===== config.mk =====
export PLATFORM = sky130hd
export DESIGN_NAME = addsub_accumulator
export DESIGN_NICKNAME = d
export VERILOG_FILES = /design/src/rtl/addsub_pkg.sv /design/src/rtl/AddSub.sv /design/src/rtl/addsub_accumulator.sv
export SDC_FILE = /design/constraint.sdc
export NUM_CORES = 1
export LEC_CHECK = 0
export ABC_AREA = 0
export CAP_MARGIN = 20
export CORE_UTILIZATION = 52
export DETAILED_ROUTE_END_ITERATION = 8
export PLACE_DENSITY = 0.85
export SLEW_MARGIN = 20
export SYNTH_ARGS = -nofsm -noshare
export SYNTH_HDL_FRONTEND = slang
export SYNTH_SLANG_ARGS = --single-unit
export TNS_END_PERCENT = 30

===== constraint.sdc =====
create_clock -name clk -period 6.3 [get_ports clk]
set_input_delay 0.63 -clock clk [delete_from_list [all_inputs] [get_ports clk]]
set_output_delay 0.63 -clock clk [all_outputs]
set_load 0.02 [all_outputs]

===== src/rtl/addsub_pkg.sv =====
// ---------------------------------------------------------------------------
// addsub_pkg
// Shared definitions for the add/sub accumulator slice.
//   - state_t   : accumulator FSM states (ACCUM collects beats, HOLD presents
//                 the frame result)
//   - OP_ADD / OP_SUB : encoding of the in_sub / c0 operation select
//   - MAX_POS / MAX_NEG : two's-complement clamp limits for a given width,
//                 returned as 64-bit patterns; callers truncate to their width
// ---------------------------------------------------------------------------
package addsub_pkg;

    typedef enum logic {
        ACCUM = 1'b0,
        HOLD  = 1'b1
    } state_t;

    localparam logic OP_ADD = 1'b0;
    localparam logic OP_SUB = 1'b1;

    // Largest positive value: 0111...1 in the low w bits.
    function automatic logic [63:0] MAX_POS(input int w);
        return (64'd1 << (w - 1)) - 64'd1;
    endfunction

    // Most negative value: 1000...0 in the low w bits.
    function automatic logic [63:0] MAX_NEG(input int w);
        return 64'd1 << (w - 1);
    endfunction

endpackage


===== src/rtl/AddSub.sv =====
// ---------------------------------------------------------------------------
// AddSub
// Combinational W-bit two's-complement adder/subtractor.
//   A   : in  W  first operand
//   B   : in  W  second operand
//   c0  : in  1  OP_SUB computes A - B, OP_ADD computes A + B
//   R   : out W  result, modulo 2^W
//   ovf : out 1  signed overflow of the operation
// ---------------------------------------------------------------------------
module AddSub
    import addsub_pkg::*;
#(
    parameter int W = 16
) (
    input  logic [W-1:0] A,
    input  logic [W-1:0] B,
    input  logic         c0,
    output logic [W-1:0] R,
    output logic         ovf
);

    logic [W-1:0] b_eff;

    always_comb begin
        // Subtraction is A + ~B + 1; the carry-in supplies the +1.
        b_eff = (c0 == OP_SUB) ? ~B : B;
        R     = A + b_eff + {{(W-1){1'b0}}, c0};
        // Overflow: both effective operands share a sign the result lacks.
        ovf   = (A[W-1] == b_eff[W-1]) && (R[W-1] != A[W-1]);
    end

endmodule


===== src/rtl/addsub_accumulator.sv =====
// ---------------------------------------------------------------------------
// addsub_accumulator
// Streaming frame accumulator built around one AddSub instance. Each accepted
// beat adds or subtracts in_data to/from the running sum; when the in_last
// beat is accepted the sum, sticky overflow and beat count are presented on a
// valid/ready output until taken.
//
// Handshakes: a transfer happens on a rising clk edge where valid & ready are
// both high. in_ready and out_valid depend only on the registered state, so
// there is no combinational path from in_valid/out_ready to any output.
//
// Ports:
//   clk, reset           : clock, synchronous active-high reset
//   in_valid/in_ready    : operand beat handshake
//   in_data, in_sub      : operand and operation (OP_SUB subtracts)
//   in_last              : final beat of the frame
//   out_valid/out_ready  : frame result handshake
//   out_data             : frame sum
//   out_ovf              : sticky overflow over the frame
//   out_count            : beats in frame, saturating at 2^CW-1
//
// Build option: define ADDSUB_ACC_SATURATE_EN to clamp the running sum on
// overflow instead of wrapping.
// ---------------------------------------------------------------------------
module addsub_accumulator
    import addsub_pkg::*;
#(
    parameter int W  = 16,
    parameter int CW = 8
) (
    input  logic          clk,
    input  logic          reset,
    input  logic          in_valid,
    output logic          in_ready,
    input  logic [W-1:0]  in_data,
    input  logic          in_sub,
    input  logic          in_last,
    output logic          out_valid,
    input  logic          out_ready,
    output logic [W-1:0]  out_data,
    output logic          out_ovf,
    output logic [CW-1:0] out_count
);

    state_t        state_q, state_d;
    logic [W-1:0]  acc_q, acc_d;
    logic          ovf_q, ovf_d;
    logic [CW-1:0] count_q, count_d;

    logic [W-1:0]  sum_r;
    logic          sum_ovf;
    logic [W-1:0]  acc_load;
    logic          accept;
    logic          handshake;

    AddSub #(.W(W)) u_addsub (
        .A   (acc_q),
        .B   (in_data),
        .c0  (in_sub),
        .R   (sum_r),
        .ovf (sum_ovf)
    );

`ifdef ADDSUB_ACC_SATURATE_EN
    localparam logic [W-1:0] SAT_POS = W'(MAX_POS(W));
    localparam logic [W-1:0] SAT_NEG = W'(MAX_NEG(W));

    // A wrapped result with the sign bit set came from a positive overflow.
    always_comb begin
        acc_load = sum_r;
        if (sum_ovf) begin
            acc_load = sum_r[W-1] ? SAT_POS : SAT_NEG;
        end
    end
`else
    always_comb begin
        acc_load = sum_r;
    end
`endif

    assign accept    = in_valid & (state_q == ACCUM);
    assign handshake = out_ready & (state_q == HOLD);

    always_comb begin
        state_d = state_q;
        acc_d   = acc_q;
        ovf_d   = ovf_q;
        count_d = count_q;
        if (accept) begin
            acc_d = acc_load;
            ovf_d = ovf_q | sum_ovf;
            if (count_q != {CW{1'b1}}) begin
                count_d = count_q + 1'b1;
            end
            if (in_last) begin
                state_d = HOLD;
            end
        end
        // Result taken: clear so the next frame starts from zero.
        if (handshake) begin
            state_d = ACCUM;
            acc_d   = '0;
            ovf_d   = 1'b0;
            count_d = '0;
        end
    end

    always_ff @(posedge clk) begin
        if (reset) begin
            state_q <= ACCUM;
            acc_q   <= '0;
            ovf_q   <= 1'b0;
            count_q <= '0;
        end else begin
            state_q <= state_d;
            acc_q   <= acc_d;
            ovf_q   <= ovf_d;
            count_q <= count_d;
        end
    end

    assign in_ready  = (state_q == ACCUM);
    assign out_valid = (state_q == HOLD);
    assign out_data  = acc_q;
    assign out_ovf   = ovf_q;
    assign out_count = count_q;

endmodule


# [Word level (Yosys, flattened, before mapping)]
# Cells that the tools add are included.
[word_totals] input_bits=22 out_inout_bits=27 word_cells=20 regBits=26
[classes] n_mux=1 eq_ne=3 addsub=3 bitwise_logic=5 n_reduce_logical=4
[ops] cell="$add 16x1->16" count=1
[ops] cell="$add 16x16->16" count=1
[ops] cell="$mux 16" count=1
[ops] cell="$not 16->16" count=1
[ops] cell="$add 8x1->8 const B" count=1
[ops] cell="$ne 8x8->1 const B" count=1
[ops] cell="$reduce_and 2->1" count=2
[ops] cell="$and 1x1->1" count=2
[ops] cell="$reduce_or 2->1" count=1
[ops] cell="$eq 1x1->1" count=1
[ops] cell="$logic_and 1x1->1" count=1
[ops] cell="$ne 1x1->1" count=1
[ops] cell="$not 1->1" count=1
[ops] cell="$or 1x1->1" count=1

# [Longest topological paths before layout]
[depth] word_depth=7 mapped_depth=12 ltp_nobuf=11

# [By module]
# From an unflattened synthesis, not the netlist that was laid out.
[unflattened] cells_unflattened=259 hier_area_um2=2092.0
[by_module_without_submodules] module="addsub_accumulator" seq_area_each_um2=520.5 cells_per_inst=126 n_inst=1 area_per_inst_um2=1102.3
[by_module_without_submodules] module="AddSub" seq_area_each_um2=0.0 cells_per_inst=133 n_inst=1 area_per_inst_um2=989.7

# [Least setup slack after synthesis]
# No wires, ideal clock.
[synth_timing] path_type="input to register" from="input port in_sub" to="register acc_q[13], in the netlist out_data[13]" arrival_time_ns=2.841 path_buffers=2 setup_slack_ns=3.329 t_required_ns=6.170 setup_time_ns=0.130 cell_stages=12 path_cell_list="buf_6 -> clkbuf_1 -> xor2_1 -> ha_1 -> o21ai_0 -> or2b_2 -> nand3_2 -> a211oi_2 -> or3_1 -> a21oi_1 -> xor2_1 -> o31ai_1"
[synth_via] elab_chain_cells=3
[synth_rtl] element="from (decl)" line="addsub_accumulator.sv:36" source="input logic in_sub,"
[synth_rtl] element="$mux 16" line="AddSub.sv:26" source="b_eff = (c0 == OP_SUB) ? ~B : B;"
[synth_rtl] element="$add 16x16->16" line="AddSub.sv:27" source="R = A + b_eff + {{(W-1){1'b0}}, c0};"
[synth_rtl] element="$add 16x1->16 *" line="AddSub.sv:27"
[synth_rtl] element="to (signal assigned)" line="addsub_accumulator.sv:111" source="acc_q <= '0;"
[synth_rtl] element="to (signal assigned)" line="addsub_accumulator.sv:116" source="acc_q <= acc_d;"
[synth_rtl] element="to (decl)" line="addsub_accumulator.sv:46" source="logic [W-1:0] acc_q, acc_d;"
# Mark *: on every way between the ends. The rest lies on a longest branch, timed or not.
# A chain may end at the register's enable or synchronous reset.

# [Final worst setup path]
[layout_timing] from="input port in_sub" to="register acc_q[8], in the netlist out_data[8]"
# Same word-level chain as after synthesis.

==> results.md <==
* Measured slew at the worst slew-check pin at 1.010 ns
* I/O pins at 49
* Yosys warnings at 0
* RSZ-0062 raised after global routing: no
* Endpoints failing setup at 0
* Total die area at 3784 um^2
* Number of global-route vias before repair at 1,585
* Startpoint Class: input pin
* Worst hold path class: reg -> reg
* Max Clock Skew at 0.005297 ns
* Status: finished, final reports clean
* Total global routing overflow at 0
* TritonCTS Buffers at 3
* Ant. Diodes at 0
* Critical path, cell by cell: clkdlybuf4s50_1 > xor2_1 > inv_1 > fa_1 > and2b_1 > o21ai_1 > a21boi_1 > o21ai_1 > a21oi_1 > o21ai_1 > a2111oi_0 > a311o_1
* Vias per inst at ~5.5
* Final nets at 309
* Worst path top cell family by delay: compound AO/OA/AOI/OAI gates
* Setup TNS at 0 ns
* Fmax at roughly 0.27 GHz
* Synth Net Count at 262
* Routability cong. at 0.9135
* Area fraction of the dominant cell type after synthesis at 0.2826
* Most frequent cells in the layout: clkdlybuf4s50_1 (48), dfxtp_1 (26), nand2_1 (25), xor2_1 (23), a21oi_1 (23)
* CP required at 6.58 ns
* Worst path slowest cell: clkdlybuf4s50_1
* Setup ws final at 2.543 ns
* First-pass GRT wire length at ~7000 um
* Final min period at 3.757 ns
* Reg clk slew, reported paths at 0.15 ns
* Post-synth EDFFs at 0
* CTS tree: done
* WL/cell at 13.51 um
* Top cell type by total area after synthesis: dfxtp_1
* DRC Markers at 0
* Top_reg_cell synth: dfxtp_1
* Mapped Area at 1842 um^2
* Final hold vios at 0
* H-tree depth at 1
* Setup Crit Path Kind: in -> reg
* Max-Cap Viols at 0
* 1st-iter DRT viols at 78
* Die Y at about 62 um
* Final Cycle Share at 0.5963
* Post-CTS Hold Fix Bufs at 0
* CP endpoint kind: flop
* Hold WS at about 0.48 ns
* DR vias at 1,753
* Seq cells post-synth at 26
* Later-pin clock latency in the skew report at 0.32 ns
* Clock sink count at 26
* Total wire length at 4270 um
* Post-DP HPWL at approximately 3000 um
* Area grow syn2layout at 30.37%
* Port buffer count at 48
* Synth Instances at 224
* Final Power at between 0.0005 and 0.0006 W
* Crit path DAT at 4.03 ns
* Core Box Area at 3363 um^2
* Worst rel slew slack at 0.3246
* Synth unique cells at 51
* Post-Place Worst Slack at roughly 2.3 ns
* Root Buffer: clkbuf_4
* Post-route ant nets at 0
* Commonest non-fill, non-tap cell in the layout: clkdlybuf4s50_1
* Pwr dens at roughly 230 nW/um^2
* All-layer global routing usage at 0.2396
* Initial Util at 0.5476
* Syn Area/Cell at 8.222 um^2
* Peak supply drop at around 150 uV
* Synth async-reset ratio at 0
* Crit-path max cell delay at 1.14 ns
* Largest net degree at the start of global routing at 25
* WP buf/inv at 2
* Sequential area share after synthesis at 0.2826
* Initial antenna violation count at 0
* Row Count at 21
* Post-CTS Setup Bufs at 0
* Leakage power at about 1.0 nW
* Die Wd at 61.52 um
* Layout cell share with drive strength beyond 1 at 0.06667
* Synth top area cells: dfxtp_1 (28%), xor2_1 (11%), ha_1 (10%)
* Final slew viol count at 0
* # resized after CTS at 0
* Top cell by count, worst path: o21ai_1
* Worst Path Max Fanout at 16
* Deepest clock path buffer count at 2
* Detailed-router iteration count before antenna repair at 4
## where the power goes
part           total, W  switching [W]  internal (W)
clock          0.000117      0.0000523     0.0000643
combinational  0.000235       0.000125      0.000110
sequential     0.000195      0.0000139      0.000181
## worst reg2reg max path, delay by kind of cell (launching register included)
kind	cells	cell delay [ns]
AOI/OAI and AO/OA	7	1.28
adders and majority gates	1	0.44
DFF	1	0.41
and+or+nand+nor	1	0.22
muxes	1	0.12
## cells in the mapped netlist (2+ instances only)
cell type,count
xor2_1,23
a211oi_1,4
nor3b_1,2
nand4_1,4
o21ai_0,11
nand3_1,8
dfxtp_1,26
nor2_1,14
a21o_2,2
a2111oi_0,2
o21ai_1,4
clkbuf_1,3
a21o_1,4
a21oi_1,23
nand2_1,25
ha_1,15
inv_1,10
or3_1,5
and3_1,3
mux2i_1,3
xnor2_1,3
## stage by stage
step	util	cell area, um^2	instances
after floorplan	-	1842	224
after global placement	0.6975	2346	312
after detailed placement	0.6975	2346	312
after CTS	0.7132	2399	316
after global routing	0.7139	2401	316
final	0.7139	2401	316
## logic make-up after synthesis
group / share of synthesized area
compound gates: 0.2249
xor+xnor: 0.1236
fa+ha+maj: 0.1128
buf+inv: 0.03872
flops: 0.2826
mux: 0.02378
simple gates: 0.1936
## final timing paths
kind | from | endpoint | slack (ns) | depth (start not counted)
hold reg to reg | out_data[6] | out_data[6] | 0.48 | 2
setup / recovery | in_sub | out_data[8] | 2.54 | 12
hold / removal | out_data[6] | out_data[6] | 0.48 | 2
setup reg to reg | out_data[0] | out_data[8] | 3.78 | 10
## per-layer routing
| metal | vias to the layer above | share of wire | track usage |
|---|---|---|---|
| met5 | - | 0 | 0 |
| met4 | 0 | 0.010 | 0.06667 |
| met3 | 4 | 0.033 | 0.02521 |
| met2 | 38 | 0.47 | 0.4147 |
| met1 | 822 | 0.48 | 0.3147 |
| li1 | 889 | - | - |
## final cells by class
class / instances / area, um^2
flip-flops and latches: 26 / 520.5
well taps: 46 / 57.56
inverters: 10 / 37.54
clock inverters: 1 / 30.03
fillers: 289 / 962.2
clock buffers: 3 / 22.52
repair buffers: 48 / 480.5
multi-input cells: 182 / 1252
## flip-flops by register name (all words and copies together) (netlist names)
signal and count:
out_ovf 1, out_count 8, out_data 16, out_valid 1
Note: power is estimated with default switching activity, not from simulation.
